$ cat src/rtl/seed_pkg.sv
// Shared types and defaults for the SEED round sequencing controller.
package seed_pkg;

  typedef enum logic [2:0] {
    S_IDLE,
    S_KEY,
    S_LOAD,
    S_ROUND,
    S_DONE
  } state_t;

  localparam int unsigned DEF_NUM_ROUNDS    = 16;
  localparam int unsigned DEF_CYC_PER_ROUND = 2;
  localparam int unsigned IDX_W             = 4;
  localparam int unsigned RND_W             = 5;
  localparam int unsigned PH_W              = 2;

endpackage

$ cat src/rtl/seed_round_ctrl_phase.sv
// Intra-round phase counter: counts 0..CYC_PER_ROUND-1 while enabled.
module seed_phase_cnt
  import seed_pkg::*;
#(
  parameter int unsigned CYC_PER_ROUND = DEF_CYC_PER_ROUND
) (
  input  logic            clk,
  input  logic            reset_n,
  input  logic            en,
  input  logic            clr,
  output logic [PH_W-1:0] phase,
  output logic            wrap
);

  localparam logic [PH_W-1:0] PH_LAST = PH_W'(CYC_PER_ROUND - 1);

  assign wrap = (phase == PH_LAST);

  always_ff @(posedge clk or negedge reset_n) begin
    if (!reset_n) begin
      phase <= '0;
    end else if (clr) begin
      phase <= '0;
    end else if (en) begin
      phase <= wrap ? '0 : phase + PH_W'(1);
    end
  end

endmodule

$ cat src/rtl/seed_round_ctrl.sv
// Sequences key schedule start, block load and per-round enables for a SEED core.
module seed_round_ctrl
  import seed_pkg::*;
#(
  parameter int unsigned NUM_ROUNDS    = DEF_NUM_ROUNDS,
  parameter int unsigned CYC_PER_ROUND = DEF_CYC_PER_ROUND
) (
  input  logic             clk,
  input  logic             reset_n,
  input  logic             in_valid,
  output logic             in_ready,
  input  logic             decrypt,
  input  logic             key_done,
  output logic             ks_start,
  output logic             load_blk,
  output logic             rnd_en,
  output logic [IDX_W-1:0] round,
  output logic [IDX_W-1:0] sk_idx,
  output logic             last_rnd,
  output logic             out_valid,
  input  logic             out_ready,
  output logic             busy
);

  localparam logic [RND_W-1:0] LAST_RND = RND_W'(NUM_ROUNDS - 1);
  localparam logic [IDX_W-1:0] LAST_IDX = IDX_W'(NUM_ROUNDS - 1);
  localparam logic [PH_W-1:0]  PH_LAST  = PH_W'(CYC_PER_ROUND - 1);
  localparam logic             ONE_CYC  = (CYC_PER_ROUND == 1);

  state_t           state_q;
  logic [RND_W-1:0] round_q;
  logic             mode_q;
  logic [PH_W-1:0]  phase;
  logic             wrap;

  seed_phase_cnt #(.CYC_PER_ROUND(CYC_PER_ROUND)) u_phase (
    .clk     (clk),
    .reset_n (reset_n),
    .en      (state_q == S_ROUND),
    .clr     (state_q == S_LOAD),
    .phase   (phase),
    .wrap    (wrap)
  );

  assign in_ready = (state_q == S_IDLE);
  assign busy     = (state_q != S_IDLE);
  assign round    = round_q[IDX_W-1:0];
  assign last_rnd = (state_q == S_ROUND) && (round_q == LAST_RND);
  assign sk_idx   = mode_q ? (LAST_IDX - round) : round;

  // rnd_en is registered, so it is set one cycle ahead from the phase the counter will reach next.
  always_ff @(posedge clk or negedge reset_n) begin
    if (!reset_n) begin
      state_q   <= S_IDLE;
      round_q   <= '0;
      mode_q    <= 1'b0;
      ks_start  <= 1'b0;
      load_blk  <= 1'b0;
      rnd_en    <= 1'b0;
      out_valid <= 1'b0;
    end else begin
      ks_start <= 1'b0;
      load_blk <= 1'b0;
      rnd_en   <= 1'b0;
      case (state_q)
        S_IDLE: begin
          if (in_valid) begin
            mode_q   <= decrypt;
            ks_start <= 1'b1;
            state_q  <= S_KEY;
          end
        end
        S_KEY: begin
          if (key_done) begin
            load_blk <= 1'b1;
            state_q  <= S_LOAD;
          end
        end
        S_LOAD: begin
          round_q <= '0;
          rnd_en  <= ONE_CYC;
          state_q <= S_ROUND;
        end
        S_ROUND: begin
          if (wrap) begin
            if (round_q == LAST_RND) begin
              out_valid <= 1'b1;
              state_q   <= S_DONE;
            end else begin
              round_q <= round_q + RND_W'(1);
              rnd_en  <= ONE_CYC;
            end
          end else begin
            rnd_en <= (phase + PH_W'(1) == PH_LAST);
          end
        end
        S_DONE: begin
          if (out_ready) begin
            out_valid <= 1'b0;
            state_q   <= S_IDLE;
          end
        end
        default: state_q <= S_IDLE;
      endcase
    end
  end

endmodule

$ cat config.mk
export PLATFORM = sky130hd
export DESIGN_NAME = seed_round_ctrl
export DESIGN_NICKNAME = d
export VERILOG_FILES = /design/src/rtl/seed_pkg.sv /design/src/rtl/seed_round_ctrl_phase.sv /design/src/rtl/seed_round_ctrl.sv
export SDC_FILE = /design/constraint.sdc
export NUM_CORES = 1
export LEC_CHECK = 0
export BUFFER_PORTS_ARGS = -buffer_cell sky130_fd_sc_hd__buf_2
export CORE_MARGIN = 1
export CORE_UTILIZATION = 32
export CTS_BUF_LIST = sky130_fd_sc_hd__clkbuf_8
export CTS_CLUSTER_SIZE = 24
export DETAILED_ROUTE_END_ITERATION = 8
export PLACE_DENSITY = 0.53
export SETUP_SLACK_MARGIN = 0.15
export SKIP_LAST_GASP = 1
export SYNTH_ARGS = -nofsm -noshare
export SYNTH_HDL_FRONTEND = slang
export SYNTH_SLANG_ARGS = --single-unit
$ cat constraint.sdc
create_clock -name clk -period 2.7 [get_ports clk]
set_clock_uncertainty 0.05 [all_clocks]
set_input_delay 0.54 -clock clk [delete_from_list [all_inputs] [get_ports clk]]
set_output_delay 0.54 -clock clk [all_outputs]
set_load 0.01 [all_outputs]
# Word-level counts from Yosys, hierarchy flattened
# Cells that the tools add are included.
[totals]
reg_bits = 15
out_inout_bits = 15
word_cells = 56
[classes]
n_addsub = 3
n_eq_ne = 13
n_mux = 23
reduce_logical = 9
[ops]
columns = ["op", "n"]
rows = [
  ["$mux 3", 5],
  ["$pmux 3 s5", 1],
  ["$ne 2x2->1 const B", 6],
  ["$mux 5", 2],
  ["$pmux 5 s2", 1],
  ["$mux 1", 9],
  ["$eq 3x2->1 const B", 2],
  ["$mux 2", 3],
  ["$add 5x1->5 const B", 1],
  ["$eq 5x4->1 const B", 1],
  ["$reduce_and 5->1", 1],
  ["$eq 2x1->1 const B", 2],
  ["$mux 4", 1],
  ["$reduce_and 4->1", 1],
  ["$reduce_bool 2->1", 2],
  ["$sub 4x4->4 const A", 1],
  ["$eq 3x1->1 const B", 1],
  ["$eq 3x3->1 const B", 1],
  ["$logic_not 3->1", 1],
  ["$reduce_and 3->1", 1],
  ["$reduce_bool 3->1", 1],
  ["$add 2x1->2 const B", 1],
  ["$pmux 1 s2", 1],
  ["$reduce_and 2->1", 1],
  ["$logic_and 1x1->1", 1],
]

# Longest topological paths before layout
# Gate-level depths: netlist of the first run.
[depth]
ltp_word = 4
mapped_depth = 6

# Cells and area by module
# Synthesis of the first run repeated with hierarchy kept, for this count alone.
[hier_totals]
cells_unflattened = 85
area_unflattened_um2 = 838.3
[modules_own_cells]
columns = ["mod", "instances", "cells_each", "area_each_um2", "seq_area_each_um2"]
rows = [
  ["seed_round_ctrl", 1, 78, 758.2, 325.3],
  ["seed_phase_cnt", 1, 7, 80.1, 50.0],
]

# Worst setup path before layout of the first run
# Ideal clock, no wire load.
[synth_path]
kind = "register to register"
from = "register round_q[0]"
to = "register round_q[4]"
t_arrival_ps = 1847
required_time_ps = 2524
path_slack_ps = 677
stages_incl_launch_ff = 7
path_buffers = 0
period_less_slack_ps = 2023
cell_sequence = "dfrtp_1 > ha_1 > and3_1 > ha_1 > or3b_4 > and3_1 > a221o_1"
[synth_via]
elab_chain_cells = 4
word_cells_on_any_way = 7
[synth_lines]
columns = ["element", "line", "text"]
rows = [
  ["start: declaration", "seed_round_ctrl.sv:31", "logic [RND_W-1:0] round_q;"],
  ["start signal: assignment", "seed_round_ctrl.sv:90", "round_q <= round_q + RND_W'(1);"],
  ["$add 5x1->5", "seed_round_ctrl.sv:90", ""],
  ["$mux 5", "seed_round_ctrl.sv:86", "if (round_q == LAST_RND) begin"],
  ["$mux 5", "seed_round_ctrl.sv:85", "if (wrap) begin"],
  ["$pmux 5 s2", "seed_round_ctrl.sv:65", "case (state_q)"],
]
# Parallel ways exist; a longest one is shown, timed or not. The select of a mux whose other input is x is not followed.
# A chain may end at the register's enable or synchronous reset.

# Final worst setup path of the first run
[layout_path]
from = "register round_q[0]"
to = "output last_rnd"
[layout_via]
elab_chain_cells = 2
[layout_lines]
columns = ["element", "line", "text"]
rows = [
  ["$eq 5x4->1", "seed_round_ctrl.sv:48", "assign last_rnd = (state_q == S_ROUND) && (round_q == LAST_RND);"],
  ["$logic_and 1x1->1", "seed_round_ctrl.sv:48", ""],
  ["end: declaration", "seed_round_ctrl.sv:19", "output logic last_rnd,"],
]
# Every way passes these cells.

==> reports/results.txt, run 1 <==
The run finished with clean final reports. Measured along the y axis, the die boundary spans 52.0 um. The count of boundary I/O pins came out at 21. The max capacitance violation total is 0. The synthesized net count was 89; the placed cell area was 890 um2. The run gives 0 as the count of instances resized after the clock tree is built. Per report_power, the combinational group accounts for 42.9% of the total.

The commonest non-fill, non-tap cell in the layout is sky130_fd_sc_hd__buf_2. The number of different library cells used by synthesis comes to 31. Dividing the detail-routed wire length by the instance count gives 11.8 um.

The top achievable clock speed was 442 MHz. For met2 alone, demand over resource in global routing was 18.2%. Die footprint: 2710 um2. The maximum fanout along the worst path was 5; the insertion delay of the later-clocked pin in the worst-skew pair was 0.24 ns. For the via count of the first global-routing pass, the log shows 542. The slew at the pin with the worst max-slew slack is 0.493 ns. Number of clock sinks seen by CTS: 15. The synthesis-to-layout area growth was 16.7%. The final critical delay including setup and external delays works out to 2.26 ns. The tools report the pin count of the biggest net entering global routing as 19. The total of warnings raised by yosys is 0, and the iteration count of the initial detailed-routing pass is 4. Headroom to the max-slew limit came out at 67.1%.

The startpoint identified for the worst register-to-register timing path is round_q[0]$_DFFE_PN0P_. The root buffer cell chosen for the clock tree is sky130_fd_sc_hd__clkbuf_8. The design draws 1.03 mW. The worst setup path is launched from a flip-flop. The analysis attributes to cell leakage a power of 0.468 nW. No sink is reached through more buffers than the 2 on the longest clock path. Weighted congestion at the end of routability-driven global placement: 0.799. The critical path is of the flip-flop to output port type. Buffers added to address setup during post-CTS repair amount to 0. The final critical path takes up 83.8% of the cycle. For this configuration, the core starts out at a cell density of 35.2%.

The global-route track usage on met1 was 16.8%. Number of input and output port buffers inserted: 20. Setup violations remaining at the end of the flow were counted as 0. The initial antenna violation count was 0.

The first global-routing pass estimated 2420 um of wire. The flip-flop cell with the highest count after synthesis is sky130_fd_sc_hd__dfrtp_1. The tightest min-delay check is of the input pin to async pin type.

For this block, the routed nets add up to 1480 um of wire. The maximum resistive drop on vdd was 0.562 mV; the max-slew violation count was 0. TritonCTS built the clock tree. The switching power summed over all nets was 0.407 mW; the clock network fraction of total power was 17.0%.

The routed layout has 627 vias. STA classifies the critical path endpoint as an output port. The number of hold-repair buffers added at the cts stage was 0. The run gives 935 um2 as the cell area after layout. The netlist area before placement was 801 um2; the internal portion of total power was 0.623 mW. Of the total power, the share spent switching nets is 39.5%.

The tools report the start point of the critical path as round_q[0]$_DFFE_PN0P_. The final layout contains 106 nets. In the final timing run, aggregate negative setup slack is 0 ns.

The die width came out at 52.0 um. The vias per cell is 5.02. Of all flip-flops after synthesis, the portion carrying an async set or reset was 100%. For the number of endpoints with negative hold slack in the final report, the log shows 0. Leaving out fill and tap cells, the most frequent cells in the layout are sky130_fd_sc_hd__buf_2 (20), sky130_fd_sc_hd__dfrtp_1 (15), sky130_fd_sc_hd__nor3_1 (6), sky130_fd_sc_hd__inv_1 (6), sky130_fd_sc_hd__nand2_1 (5). In the global route stage, met3 resource usage came out at 4.39%. The number of antenna repair diodes is 0, and the cell count after synthesis is 81. Worst path setup slack after routing: 0.438 ns. Counting tap cells, the placed design contains a total of 121 instances.

The average instance in the mapped netlist occupies 9.89 um2. In the routed design, unresolved DRC markers number 0. Of the total power, registers draw 40.1%.

Number of violations reported at the end of detailed-routing iteration 0: 8. Detailed placement HPWL: 1070 um. The worst endpoint required time was 2.11 ns; the clock slew seen by the registers of the worst setup and hold paths was 0.06 ns. Post-synthesis sequential area ratio: 46.9%. After synthesis the netlist holds a flip-flop and latch count of 15. For the final antenna-violating net count, the log shows 0.

The data arrival at the endpoint of the critical path is 1.67 ns, and the total track usage is 12.4%. The post-route non-filler standard cell count came out at 125. The number of enable flip-flop cells after synthesis was 0. The area of the placeable core was 2280 um2; the cell row count was 17. In this run the most used layer during global routing was met2.

Buffers inserted during clock tree synthesis total 3. For this design the ratio of total power to cell area is 1100 nW/um2. The H-tree level count came out at 1.

Prior to clock tree synthesis, the placed netlist has a worst setup slack of 0.584 ns. Of the cells placed in the final design, the portion with a size suffix greater than 1 is 28.9%. Setup repair after global routing left no endpoint under its margin.

The run gives 0 as the sum of overflow across all layers after global routing.
## state kept, by name, indices dropped and copies added (netlist names)
register / cells
state_q: 3
rnd_en: 1
ks_start: 1
u_phase.phase: 2
mode_q: 1
round_q: 5
load_blk: 1
out_valid: 1
## through the flow
step                      utilization, %  hold slack [ns]
after CTS                           41.1            0.146
after detailed placement            39.1            0.414
final                               41.1            0.139
after global placement              39.1            0.416
after global routing                41.1            0.161
after floorplan                        -            0.194
## final cells by class
class,instances,area [um2]
Timing Repair Buffer,20,100
Sequential cell,15,375
Clock buffer,3,41.3
Fill cell,233,1340
Inverter,5,18.8
Tap cell,28,35.0
Multi-Input combinational cell,53,360
Clock inverter,1,3.75
## cell usage after synthesis (2+ instances only)
master                     count  area [um2]
sky130_fd_sc_hd__dfrtp_1      15         375
sky130_fd_sc_hd__nor3_1        6        30.0
sky130_fd_sc_hd__inv_1         5        18.8
sky130_fd_sc_hd__nand2_1       5        18.8
sky130_fd_sc_hd__a21oi_1       4        20.0
sky130_fd_sc_hd__buf_4         4        30.0
sky130_fd_sc_hd__o21ai_0       4        20.0
sky130_fd_sc_hd__xor2_1        4        35.0
sky130_fd_sc_hd__and3_1        3        18.8
sky130_fd_sc_hd__clkbuf_1      3        11.3
sky130_fd_sc_hd__nand3_1       3        15.0
sky130_fd_sc_hd__ha_1          2        25.0
sky130_fd_sc_hd__mux2_2        2        22.5
sky130_fd_sc_hd__nand2b_1      2        12.5
sky130_fd_sc_hd__nand3b_1      2        15.0
sky130_fd_sc_hd__nor2b_1       2        12.5
## path summary, 6_finish.rpt
path | to | slack [ns] | cells past startpoint
max in group asynchronous | round_q[2]$_DFFE_PN0P_ | 2.22 | 1
worst min-delay path | load_blk$_DFF_PN0_ | 0.14 | 1
worst max register to register | round_q[4]$_DFFE_PN0P_ | 0.55 | 6
worst max-delay path | last_rnd | 0.44 | 5
worst min register to register | rnd_en$_DFF_PN0_ | 0.47 | 1
min in group clk | state_q[2]$_DFFE_PN0P_ | 0.44 | 2
## power groups by stage
stage / combinational [mW] / sequential (mW) / clock [mW]
floorplan: 0.383 / 0.370 / 0
global placement: 0.448 / 0.415 / 0
detailed placement: 0.451 / 0.418 / 0
CTS: 0.452 / 0.414 / 0.185
global route: 0.501 / 0.433 / 0.200
finish: 0.442 / 0.414 / 0.175
## routing by layer
| layer | wire, um | vias to the layer above |
|---|---|---|
| met2 | 616 | 17 |
| met3 | 80 | 2 |
| li1 | - | 311 |
| met4 | 13 | 0 |
| met1 | 767 | 297 |
| met5 | 0 | - |
## critical path, stage by stage (launching register included)
cell and delay (ns):
sky130_fd_sc_hd__dfrtp_1 0.43, sky130_fd_sc_hd__ha_1 0.26, sky130_fd_sc_hd__and3_1 0.19, sky130_fd_sc_hd__ha_1 0.23, sky130_fd_sc_hd__and3_1 0.19, sky130_fd_sc_hd__buf_2 0.13
## cells by family (layout without fill, tap and decap cells)
group / Yosys count / count (layout) / share of synthesized area (%)
compound gates: 15 / 15 / 12.0
xor+xnor: 4 / 4 / 4.37
fa+ha+maj: 2 / 2 / 3.12
buf+inv: 13 / 29 / 8.12
flops: 15 / 15 / 46.9
mux: 3 / 3 / 4.06
simple gates: 29 / 29 / 21.4
No activity file was read; power rests on OpenSTA's default activity.
==> inputs of run 2 (changes only) <==
--- a/config.mk
+++ b/config.mk
@@ -5,13 +5,14 @@
 export SDC_FILE = /design/constraint.sdc
 export NUM_CORES = 1
 export LEC_CHECK = 0
+export ABC_AREA = 1
 export BUFFER_PORTS_ARGS = -buffer_cell sky130_fd_sc_hd__buf_2
 export CORE_MARGIN = 1
 export CORE_UTILIZATION = 32
 export CTS_BUF_LIST = sky130_fd_sc_hd__clkbuf_8
 export CTS_CLUSTER_SIZE = 24
 export DETAILED_ROUTE_END_ITERATION = 8
-export PLACE_DENSITY = 0.53
+export PLACE_DENSITY = 0.54
 export SETUP_SLACK_MARGIN = 0.15
 export SKIP_LAST_GASP = 1
 export SYNTH_ARGS = -nofsm -noshare
==> constraint.sdc (replaced) <==
create_clock -name clk -period 1.8 [get_ports clk]
set_clock_uncertainty 0.05 [all_clocks]
set_input_delay 0.36 -clock clk [delete_from_list [all_inputs] [get_ports clk]]
set_output_delay 0.36 -clock clk [all_outputs]
set_load 0.01 [all_outputs]
==> run 2 against run 1 <==
  * Count of clock-buffer cells in the layout unchanged
  * Wire length increased by 17%
  * Clock power increased by 57%
  * Critical endpoint unchanged
==> reports/results.txt, run 2 <==
The flow ran to the end, and the final reports show no timing, DRC or antenna violations. The y dimension of the die works out to 53.9 um (+3.6%). The tools report the pin count of the biggest net entering global routing as 16 (-3).

The type of origin of the critical path is a flip-flop. Initial standard-cell utilization of the core: 34.2% (-1.0 points). The total wirelength of the detailed-routed design is 1730 um (+17%).

The layout net count is 140 (+32%), and the insertion delay of the later-clocked pin in the worst-skew pair is 0.25 ns (about the same). The number of cells in the design after placement came out at 151 (+25%). H-tree level count: 1 (unchanged).

Commonest non-fill, non-tap cell in the layout: sky130_fd_sc_hd__nand2_1. The logs give 0 (unchanged) for the number of endpoints with negative hold slack in the final report and 25 (-19%) for the count of distinct cell types in the synthesized netlist. The worst endpoint required time is 1.39 ns (-0.72 ns), and the slew at the pin with the worst max-slew slack is 0.351 ns (-0.142 ns). The die footprint was 2910 um2 (+7.4%); the leakage power was 0.593 nW (+27%).

For the number of buffers inserted during clock tree synthesis, the log shows 3 (unchanged). Category of the worst setup path capture point: an output port. Setup repair after global routing could not meet its margin everywhere. The total track usage is 13.9% (+1.5 points). The run gives 0 (unchanged) as the residual DRC count. The number of input and output port buffers inserted is 20 (unchanged).

The max capacitance violation total is 0 (unchanged). The clock slew seen by the registers of the worst setup and hold paths came out at 0.07 ns (about the same). Dividing the final minimum period by the clock period gives 99.0%. Static timing analysis puts the maximum clock frequency at 561 MHz.

Fraction of registers with async set or reset after synthesis: 100% (unchanged). Netlist area before placement: 862 um2 (+7.7%). The number of enable flip-flop cells after synthesis works out to 0 (unchanged).

Subtracting the final worst setup slack from the clock period gives 1.78 ns. The number of flip-flops in the largest register is 5 (unchanged), and the number of filler instances in the final layout is 271 (+16%). In the post-synthesis netlist, the biggest area contributors are sky130_fd_sc_hd__dfrtp_1 (44%), sky130_fd_sc_hd__nand2_1 (10%), sky130_fd_sc_hd__o21ai_2 (6.1%).

The cell row count came out at 18 (+1). The fraction of final layout cells sized beyond drive strength 1 is 45.0% (+16 points), and the power density normalized to cell area is 1660 nW/um2 (+51%). Iteration count of the initial detailed-routing pass: 4 (unchanged). The wire length per cell after detailed routing is 10.8 um (-8.9%).

CTS placed an instance of sky130_fd_sc_hd__clkbuf_8 at the clock tree root. The post-route non-filler standard cell count is 161 (+29%), and the final antenna-violating net count is 0 (unchanged). The commonest cells after synthesis are sky130_fd_sc_hd__nand2_1 (24), sky130_fd_sc_hd__dfrtp_1 (15), sky130_fd_sc_hd__inv_1 (10). The vias per cell was 4.57 (-9.0%); the detailed placement HPWL was 1200 um (+12%). The die width is 53.9 um (+3.6%), and the number of violations reported at the end of detailed-routing iteration 0 is 7 (-1). The critical path is of the flip-flop to output port type. The logs give 735 (+17%) for the via count and 2 (unchanged) for the worst-case clock buffer depth. The maximum fanout along the worst path came out at 2 (-3). The tools report the total of warnings raised by yosys as 0 (unchanged).

In the final layout, the registers with the most flip-flops are round_q x5, state_q x3, u_phase.phase x2. The count of boundary I/O pins came out at 21 (unchanged). TritonCTS built the clock tree.

The tools report the sum of overflow across all layers after global routing as 0 (unchanged). The worst-case headroom to the max-slew limit was 76.6% (+9.5 points). The synthesis-to-layout area growth is 29.5%, and the sum of negative setup slack is 0 ns (unchanged). Total power: 1.85 mW (+80%). Leaving out fill and tap cells, the most frequent cells in the layout are sky130_fd_sc_hd__nand2_1 (23), sky130_fd_sc_hd__buf_2 (20), sky130_fd_sc_hd__dfrtp_1 (15). The tools report the data arrival at the endpoint of the critical path as 1.37 ns (-0.30 ns). The number of setup violations in the final report was 0 (unchanged); the count of state elements after synthesis was 15 (unchanged). The via count of the first global-routing pass is 631 (+16%), and the area fraction of the dominant cell type after synthesis is 43.5% (-3.3 points).

The run gives 102 (+26%) as the cell count after synthesis. Maximum resistive drop on vdd: 0.796 mV (+42%). round_q holds more flip-flops than any other register.

The weighted congestion at the end of routability-driven global placement is 0.789 (-1.2%). The average size of a mapped cell came out at 8.45 um2 (-15%). The post-synthesis sequential area ratio is 43.5% (-3.3 points), and the area of the placeable core is 2520 um2 (+11%). The global-route wire length before repair is 2760 um (+14%). The worst hold path belongs to the class input pin to flip-flop. The tools report the synthesized net count as 110 (+24%). The post-placement setup slack is 0.154 ns (-0.430 ns). The logs give 0 (unchanged) for the number of antenna repair diodes and 0.0178 ns (-0.420 ns) for the worst path setup slack after routing.

The synthesized design spends more area on one cell type than any other, namely sky130_fd_sc_hd__dfrtp_1. The max-slew violation count is 0 (unchanged). The most repeated cell in the gate-level netlist after synthesis is sky130_fd_sc_hd__nand2_1.

The logs give 0 (unchanged) for the initial antenna violation count and 44.2% (+3.2 points) for the final standard cell utilization of the core. The number of clock sinks seen by CTS was 15 (unchanged). The most used flip-flop cell after synthesis is sky130_fd_sc_hd__dfrtp_1.
## run 2: cell families (layout without fill, tap and decap cells)
family	count (synthesis)	after routing	synth area share, %
flops	15	15	43.5
xor+xnor	4	4	4.06
fa+ha+maj	2	2	2.90
compound gates	12	12	9.87
simple gates	53	54	30.9
buf+inv	16	44	8.71
## run 2: layout make-up
type                       count  area, um2  area share, %
inverter                      11       41.3           3.70
timing repair buffer          29        170           15.2
clock buffer                   3       41.3           3.70
clock inverter                 1       3.75          0.336
tap                           30       37.5           3.36
multi-input combinational     72        447           40.0
sequential                    15        375           33.6
## run 2: final timing paths
path / startpoint / end / slack [ns] / cells past startpoint
max: round_q[0]$_DFFE_PN0P_ / last_rnd / 0.02 / 7
max in group asynchronous: reset_n / round_q[1]$_DFFE_PN0P_ / 0.94 / 2
min: decrypt / mode_q$_DFFE_PN0P_ / 0.25 / 3
max reg2reg: round_q[0]$_DFFE_PN0P_ / state_q[2]$_DFFE_PN0P_ / 0.14 / 11
min in group asynchronous: reset_n / state_q[2]$_DFFE_PN0P_ / 0.50 / 2
min reg2reg: u_phase.phase[1]$_DFFE_PN0P_ / rnd_en$_DFF_PN0_ / 0.38 / 1
## run 2: where the power goes
group          internal (mW)  total [mW]  switching [mW]
clock network          0.151       0.274           0.123
registers              0.451       0.562           0.111
logic                  0.390        1.02           0.628
## run 2: metrics by stage
stage,hold slack (ns),cell area (um2)
5_1_grt,0.277,1120
4_1_cts,0.242,1080
6_report,0.248,1120
3_5_place_dp,0.247,996
3_3_place_gp,0.240,996
2_1_floorplan,0.0144,862
## run 2: timing repair
action	4_1_cts	5_1_grt
setup endpoints to repair	1	10
resized for setup	5	4
gates cloned	0	1
pin swaps	5	10
hold endpoints to repair	15	0
setup buffers	3	1
hold buffers	1	0
## run 2: critical path, cell delays in order (launching register included)
cell	delay [ns]
sky130_fd_sc_hd__dfrtp_1	0.35
sky130_fd_sc_hd__ha_2	0.18
sky130_fd_sc_hd__nand2_2	0.05
sky130_fd_sc_hd__nor2_2	0.09
sky130_fd_sc_hd__ha_2	0.20
sky130_fd_sc_hd__inv_2	0.04
sky130_fd_sc_hd__nor2_2	0.07
sky130_fd_sc_hd__buf_2	0.13
## run 2: routing by layer
layer	up-vias	wire, um	track usage (%)
met2	15	786	21.4
met4	0	27	7.89
li1	377	-	-
met5	-	0	0
met1	339	854	17.7
met3	4	67	3.39
